`config.mk`:
```
export PLATFORM = sky130hd
export DESIGN_NAME = lcd_spi_write
export DESIGN_NICKNAME = d
export VERILOG_FILES = /design/src/rtl/lcd_pkg.sv /design/src/rtl/lcd_spi_tick.sv /design/src/rtl/lcd_spi_write.sv
export SDC_FILE = /design/constraint.sdc
export NUM_CORES = 1
export LEC_CHECK = 0
export ABC_CLOCK_PERIOD_IN_PS = 2970
export CORE_ASPECT_RATIO = 1.4
export CORE_MARGIN = 5
export CORE_UTILIZATION = 55
export CTS_BUF_LIST = sky130_fd_sc_hd__clkbuf_8 sky130_fd_sc_hd__clkbuf_16
export DETAILED_ROUTE_END_ITERATION = 10
export PLACE_DENSITY = 0.79
export SKIP_LAST_GASP = 1
export SLEW_MARGIN = 5
export SYNTH_ARGS = -nofsm -noshare
export SYNTH_HDL_FRONTEND = slang
export SYNTH_SLANG_ARGS = --single-unit
```
`constraint.sdc`:
```
create_clock -name sys_clk -period 2.97 [get_ports sys_clk]
set_input_delay 0.891 -clock sys_clk [delete_from_list [all_inputs] [get_ports sys_clk]]
set_output_delay 0.891 -clock sys_clk [all_outputs]
set_load 0.005 [all_outputs]
```
`src/rtl/lcd_pkg.sv`:
```
// Shared LCD definitions: SPI writer state encoding, default SCLK divider,
// the 9-bit D/C + byte word layout and RGB565 colours for drawing blocks.
package lcd_pkg;

    localparam int unsigned LCD_CLK_DIV_DEFAULT = 2;
    localparam int unsigned LCD_BYTE_W          = 8;
    localparam int unsigned LCD_BIT_CNT_W       = 3;

    typedef enum logic [2:0] {
        ST_IDLE  = 3'd0,
        ST_SHIFT = 3'd1,
        ST_HOLD  = 3'd2,
        ST_DONE  = 3'd3,
        ST_GUARD = 3'd4
    } lcd_state_e;

    // D/C flag (1 = data, 0 = command) above the byte sent MSB-first
    typedef struct packed {
        logic                  dc;
        logic [LCD_BYTE_W-1:0] payload;
    } lcd_word_t;

    typedef logic [15:0] rgb565_t;

    localparam rgb565_t WHITE   = 16'hFFFF;
    localparam rgb565_t BLACK   = 16'h0000;
    localparam rgb565_t RED     = 16'hF800;
    localparam rgb565_t GREEN   = 16'h07E0;
    localparam rgb565_t BLUE    = 16'h001F;
    localparam rgb565_t YELLOW  = 16'hFFE0;
    localparam rgb565_t CYAN    = 16'h07FF;
    localparam rgb565_t MAGENTA = 16'hF81F;
    localparam rgb565_t GRAY    = 16'h8410;

    function automatic lcd_word_t lcd_cmd(input logic [LCD_BYTE_W-1:0] b);
        lcd_word_t w;
        w.dc      = 1'b0;
        w.payload = b;
        return w;
    endfunction

    function automatic lcd_word_t lcd_dat(input logic [LCD_BYTE_W-1:0] b);
        lcd_word_t w;
        w.dc      = 1'b1;
        w.payload = b;
        return w;
    endfunction

endpackage

```
`src/rtl/lcd_spi_tick.sv`:
```
// Half-period timer: pulses tick_c on the last sys_clk cycle of every SCLK phase
// while run_i is high; restarts from zero at each phase end or when idle.
module lcd_spi_tick
    import lcd_pkg::*;
#(
    parameter int unsigned CLK_DIV = LCD_CLK_DIV_DEFAULT
) (
    input  logic sys_clk,
    input  logic sys_rst,
    input  logic run_i,
    output logic tick_c
);

    localparam int unsigned CNT_W = $clog2(CLK_DIV + 1);
    localparam logic [CNT_W-1:0] LAST = CNT_W'(CLK_DIV - 1);

    logic [CNT_W-1:0] cnt_q;
    logic [CNT_W-1:0] cnt_d;

    always_comb begin
        cnt_d = '0;
        if (run_i && (cnt_q != LAST)) begin
            cnt_d = cnt_q + CNT_W'(1);
        end
    end

    always_ff @(posedge sys_clk) begin
        if (sys_rst) begin
            cnt_q <= '0;
        end else begin
            cnt_q <= cnt_d;
        end
    end

    assign tick_c = run_i && (cnt_q == LAST);

endmodule

```
`src/rtl/lcd_spi_write.sv`:
```
// SPI mode-0 byte writer for a D/C-line LCD controller.
// Optional macro LCD_SPI_CS_TOGGLE_EN: deassert chip select after every byte.
module lcd_spi_write
    import lcd_pkg::*;
#(
    parameter int unsigned CLK_DIV = LCD_CLK_DIV_DEFAULT
) (
    input  logic       sys_clk,
    input  logic       sys_rst,
    input  logic [8:0] data,
    input  logic       en_write,
    output logic       wr_done,
    output logic       busy,
    output logic       lcd_cs,
    output logic       lcd_dc,
    output logic       lcd_sclk,
    output logic       lcd_mosi
);

    if (CLK_DIV < 1 || CLK_DIV > 255) begin : g_bad_clk_div
        $error("lcd_spi_write: CLK_DIV must be in 1..255");
    end

    lcd_state_e               state_q;
    lcd_state_e               state_d;
    lcd_word_t                shreg_q;
    lcd_word_t                shreg_d;
    logic [LCD_BIT_CNT_W-1:0] bit_q;
    logic [LCD_BIT_CNT_W-1:0] bit_d;
    logic                     phase_q;
    logic                     phase_d;
    logic                     guard_q;
    logic                     guard_d;

    logic wr_done_q, wr_done_d;
    logic busy_q,    busy_d;
    logic cs_q,      cs_d;
    logic dc_q,      dc_d;
    logic sclk_q,    sclk_d;
    logic mosi_q,    mosi_d;

    logic run;
    logic tick_c;

    assign run = (state_q == ST_SHIFT) || (state_q == ST_HOLD);

    lcd_spi_tick #(
        .CLK_DIV (CLK_DIV)
    ) u_tick (
        .sys_clk (sys_clk),
        .sys_rst (sys_rst),
        .run_i   (run),
        .tick_c  (tick_c)
    );

    // State register; all outputs are registered from the next-state values
    always_ff @(posedge sys_clk) begin
        if (sys_rst) begin
            state_q   <= ST_IDLE;
            shreg_q   <= '0;
            bit_q     <= '0;
            phase_q   <= 1'b0;
            guard_q   <= 1'b0;
            wr_done_q <= 1'b0;
            busy_q    <= 1'b0;
            cs_q      <= 1'b1;
            dc_q      <= 1'b0;
            sclk_q    <= 1'b0;
            mosi_q    <= 1'b0;
        end else begin
            state_q   <= state_d;
            shreg_q   <= shreg_d;
            bit_q     <= bit_d;
            phase_q   <= phase_d;
            guard_q   <= guard_d;
            wr_done_q <= wr_done_d;
            busy_q    <= busy_d;
            cs_q      <= cs_d;
            dc_q      <= dc_d;
            sclk_q    <= sclk_d;
            mosi_q    <= mosi_d;
        end
    end

    // Next state: phase flips on every tick; a bit retires at the end of its high phase
    always_comb begin
        state_d = state_q;
        shreg_d = shreg_q;
        bit_d   = bit_q;
        phase_d = phase_q;
        guard_d = guard_q;
        unique case (state_q)
            ST_IDLE: begin
                if (en_write) begin
                    state_d = ST_SHIFT;
                    shreg_d = lcd_word_t'(data);
                    bit_d   = '0;
                    phase_d = 1'b0;
                end
            end
            ST_SHIFT: begin
                if (tick_c) begin
                    phase_d = ~phase_q;
                    if (phase_q) begin
                        bit_d = bit_q + LCD_BIT_CNT_W'(1);
                        if (bit_q == LCD_BIT_CNT_W'(7)) begin
                            state_d = ST_HOLD;
                        end else begin
                            shreg_d.payload = {shreg_q.payload[LCD_BYTE_W-2:0], 1'b0};
                        end
                    end
                end
            end
            ST_HOLD: begin
                if (tick_c) begin
                    state_d = ST_DONE;
                end
            end
            ST_DONE: begin
                state_d = ST_GUARD;
                guard_d = 1'b0;
            end
            ST_GUARD: begin
                guard_d = 1'b1;
                if (guard_q) begin
                    state_d = ST_IDLE;
                end
            end
            default: begin
                state_d = ST_IDLE;
            end
        endcase
    end

    // Output decode; the last bit stays on mosi because it is never shifted out
    always_comb begin
        wr_done_d = (state_d == ST_DONE);
        busy_d    = (state_d != ST_IDLE);
        sclk_d    = (state_d == ST_SHIFT) && phase_d;
        mosi_d    = shreg_d.payload[LCD_BYTE_W-1];
        dc_d      = shreg_d.dc;
`ifdef LCD_SPI_CS_TOGGLE_EN
        cs_d      = (state_d != ST_SHIFT);
`else
        cs_d      = cs_q;
        if (state_d == ST_SHIFT) begin
            cs_d = 1'b0;
        end else if ((state_q == ST_IDLE) && !en_write) begin
            cs_d = 1'b1;
        end
`endif
    end

    assign wr_done  = wr_done_q;
    assign busy     = busy_q;
    assign lcd_cs   = cs_q;
    assign lcd_dc   = dc_q;
    assign lcd_sclk = sclk_q;
    assign lcd_mosi = mosi_q;

endmodule
```
==> impl_metrics.py <==
metrics = {
    "finish": {
        "regArea_um2": 460,
        "nets": 143,
        "fin_cells": 148,
        "antennaDiodeCount": 0,
        "area_growth_pct": 19.8,
        "drive_gt1_share_pct": 10.2,
        "finalInstanceArea_um2": 1290,
        "post-route-util_pct": 66.8,
        "final.fill_count": 164,
        "multi_input_area_um2": 561,
    },
    "worst_setup_path": {
        "cp-endpoint": "shreg_q[5]",
        "critPathLaunchType": "primary input",
        "end_kind": "flip-flop",
        "reg2regPathDepth": 5,
        "cpPeakStageDelay_ns": 0.61,
        "cp_slowest_cell": "or4b_1",
        "cp.buffers_inverters": 1,
        "r2r_start": "bit_q[0]",
        "crit_fanout": 14,
        "worst_ep_required_time_ns": 3.15,
        "crit_chain": "clkdlybuf4s50_1 > or4b_1 > o41ai_4 > nor2_1 > a211oi_1",
        "reg2reg_slack_ns": 0.98,
        "path_class": "primary input to flip-flop",
        "cp.depth": 5,
        "worstPathArrival_ns": 2.57,
        "cp_top_family": "simple AND/OR/NAND/NOR gates",
        "r2r_end": "shreg_q[5]",
        "critPathLaunch": "en_write",
    },
    "clocking": {
        "clockBufferDepth": 2,
        "path_clk_slew_ns": 0.08,
        "cts_setup_buffers": 0,
        "cts_buffers": 3,
        "cts_hold_buf": 0,
        "htree_levels": 1,
        "cts_resized": 0,
        "cts_sinks": 23,
        "cts_tree": "done",
        "clk_latency_ns": 0.27,
        "clk_root_buffer_cell": "clkbuf_8",
    },
    "logic_synthesis": {
        "ys_seq_area_share_pct": 42.9,
        "syn_inst": 112,
        "syn_area_per_cell_um2": 9.59,
        "synth_ff_type": "dfxtp_1",
        "synthArstFlopShare_pct": 0,
        "synthMuxAreaShare_pct": 9.32,
        "yosys_warnings": 0,
        "syn_nets": 127,
        "synth_top_area_cell": "dfxtp_1",
        "synth_top_family_by_area": "simple AND/OR/NAND/NOR gates",
        "synthTopCellsByArea": "dfxtp_1 43%, mux2i_1 9.3%, nor2_1 5.6%",
        "synth_adder_area_share_pct": 3.50,
        "ys_types": 33,
        "ys_ff_latch": 23,
        "synth_top_area_share_pct": 42.9,
        "synth_edf_count": 0,
        "synth_area_um2": 1070,
        "synth_xor_xnor_area_share_pct": 0,
        "synth_compound_area_share_pct": 18.5,
        "synth-simple-area-share_pct": 20.9,
    },
    "drt": {
        "wl_um": 1930,
        "vias_per_cell": 5.78,
        "drc": 0,
        "drt_iter0_markers": 7,
        "firstDrtPassIters": 4,
        "vias": 855,
        "ant_nets": 0,
        "wire_per_inst_um": 13.1,
    },
    "timing": {
        "hold_slack_ns": 0.425,
        "rsz0062_at_grt": "no",
        "setup_tns_ns": 0,
        "setup_viol": 0,
        "worst_pin_slew_ns": 0.850,
        "fin_crit_sh_pct": 80.2,
        "slew-limit-headroom_pct": 43.1,
        "finalHoldViolCount": 0,
        "max_freq_ghz": 0.420,
        "fin_skew_ns": 0.00202,
        "period_needed_ns": 2.38,
        "slew_viol_final": 0,
    },
    "place": {
        "dpl_cell_area_um2": 1240,
        "numPortBuffers": 17,
        "placed_cells": 144,
        "dp_hpwl_um": 1440,
        "gp_congestion": 0.807,
    },
    "grt": {
        "top_usage_layer": "met2",
        "grt_pass1_wl_um": 3450,
        "grtUsageTotal_pct": 15.9,
        "grt_overflow": 0,
        "use_met3_pct": 4.05,
        "grt.met2_usage_pct": 25.8,
        "grt_max_degree": 15,
        "grt_pass1_vias": 818,
        "antenna_found_initial": 0,
        "globalRouteMet1Util_pct": 17.2,
    },
    "power": {
        "p_leak_uw": 0.000499,
        "vdd_ir_drop_max_mv": 0.351,
        "power_density_nw_per_um2": 489,
    },
    "die": {
        "die_w_um": 47.3,
        "dieArea_um2": 2950,
        "rows": 19,
        "start_util_pct": 55.8,
        "ios": 18,
        "dieHeight_um": 62.3,
        "coreArea_um2": 1930,
    },
    "run": {
        "maxCapViolCount": 0,
    },
    "worst_hold_path": {
        "min_path_type": "flip-flop to flip-flop",
    },
    "outcome": {
        "status": "finished clean",
    },
}
[through the flow]
step / total power, uW / setup WS (ns)
6_report: 629 / 0.588
5_1_grt: 663 / 0.446
3_3_place_gp: 439 / 0.371
2_1_floorplan: 409 / 0.965
4_1_cts: 637 / 0.587
3_5_place_dp: 442 / 0.302
[cell usage in the layout, fill, tap and decap left out, types with 2 or more instances in the layout]
cell type,count
a211oi_1,4
a211oi_2,3
a21oi_1,4
a31oi_1,2
and2_1,2
buf_4,2
clkbuf_8,3
clkdlybuf4s50_1,17
dfxtp_1,23
ha_1,3
inv_1,2
mux2i_1,10
nand2_1,2
nand2b_1,3
nand3_1,2
nor2_1,16
nor2_2,3
nor2b_1,4
nor3_1,3
nor3b_1,2
o21ai_0,3
o21bai_1,2
[flip-flops by register name, indices dropped and copies added, names as in the netlist, 2 cells and up]
| register | flops |
|---|---|
| bit_q | 3 |
| shreg_q | 8 |
| state_q | 3 |
| u_tick.cnt_q | 2 |
[logic make-up after synthesis]
kind of cell,after synthesis
AOI/OAI and AO/OA,24
adders and majority gates,3
buffers and inverters,10
DFF,23
muxes,10
and+or+nand+nor,42
[power by group]
part / internal [uW] / leakage (uW) / switching [uW]
Combinational: 54.4 / 0.000285 / 42.3
Sequential: 325 / 0.000188 / 11.6
Clock: 93.8 / 0.0000255 / 102
Total: 473 / 0.000499 / 155
[area by class of cell]
type | instances | area share [%]
timing repair buffer | 19 | 14.4
clock inverter | 1 | 0.389
sequential | 23 | 35.8
clock buffer | 3 | 3.21
tap | 21 | 2.04
multi-input combinational | 79 | 43.6
inverter | 2 | 0.584
[metal layers]
metal  part of all wire [%]  wire length, um  vias up
met2                     51              984       21
met1                     40              780      400
met5                      0                0        -
met3                    6.0              115        5
li1                       -                -      429
met4                    2.6               51        0
[cells in the mapped netlist, drive strengths merged, types with 3 or more instances]
| library cell | instances |
|---|---|
| nor3 | 3 |
| ha | 3 |
| clkbuf | 4 |
| dfxtp | 23 |
| a21oi | 4 |
| o21ai | 3 |
| nor2b | 4 |
| buf | 4 |
| nand2b | 3 |
| a211oi | 7 |
| mux2i | 10 |
| nor2 | 19 |
[worst min path at each step]
stage               depth (start not counted)       startpoint  slack (ns)         endpoint
floorplan                                   1  u_tick.cnt_q[0]        0.40  u_tick.cnt_q[0]
global placement                            1  u_tick.cnt_q[0]        0.41  u_tick.cnt_q[0]
detailed placement                          1  u_tick.cnt_q[0]        0.42  u_tick.cnt_q[0]
CTS                                         1  u_tick.cnt_q[0]        0.43  u_tick.cnt_q[0]
global route                                1  u_tick.cnt_q[0]        0.45  u_tick.cnt_q[0]
finish                                      1  u_tick.cnt_q[0]        0.43  u_tick.cnt_q[0]
No activity file was read; power rests on OpenSTA's default activity.
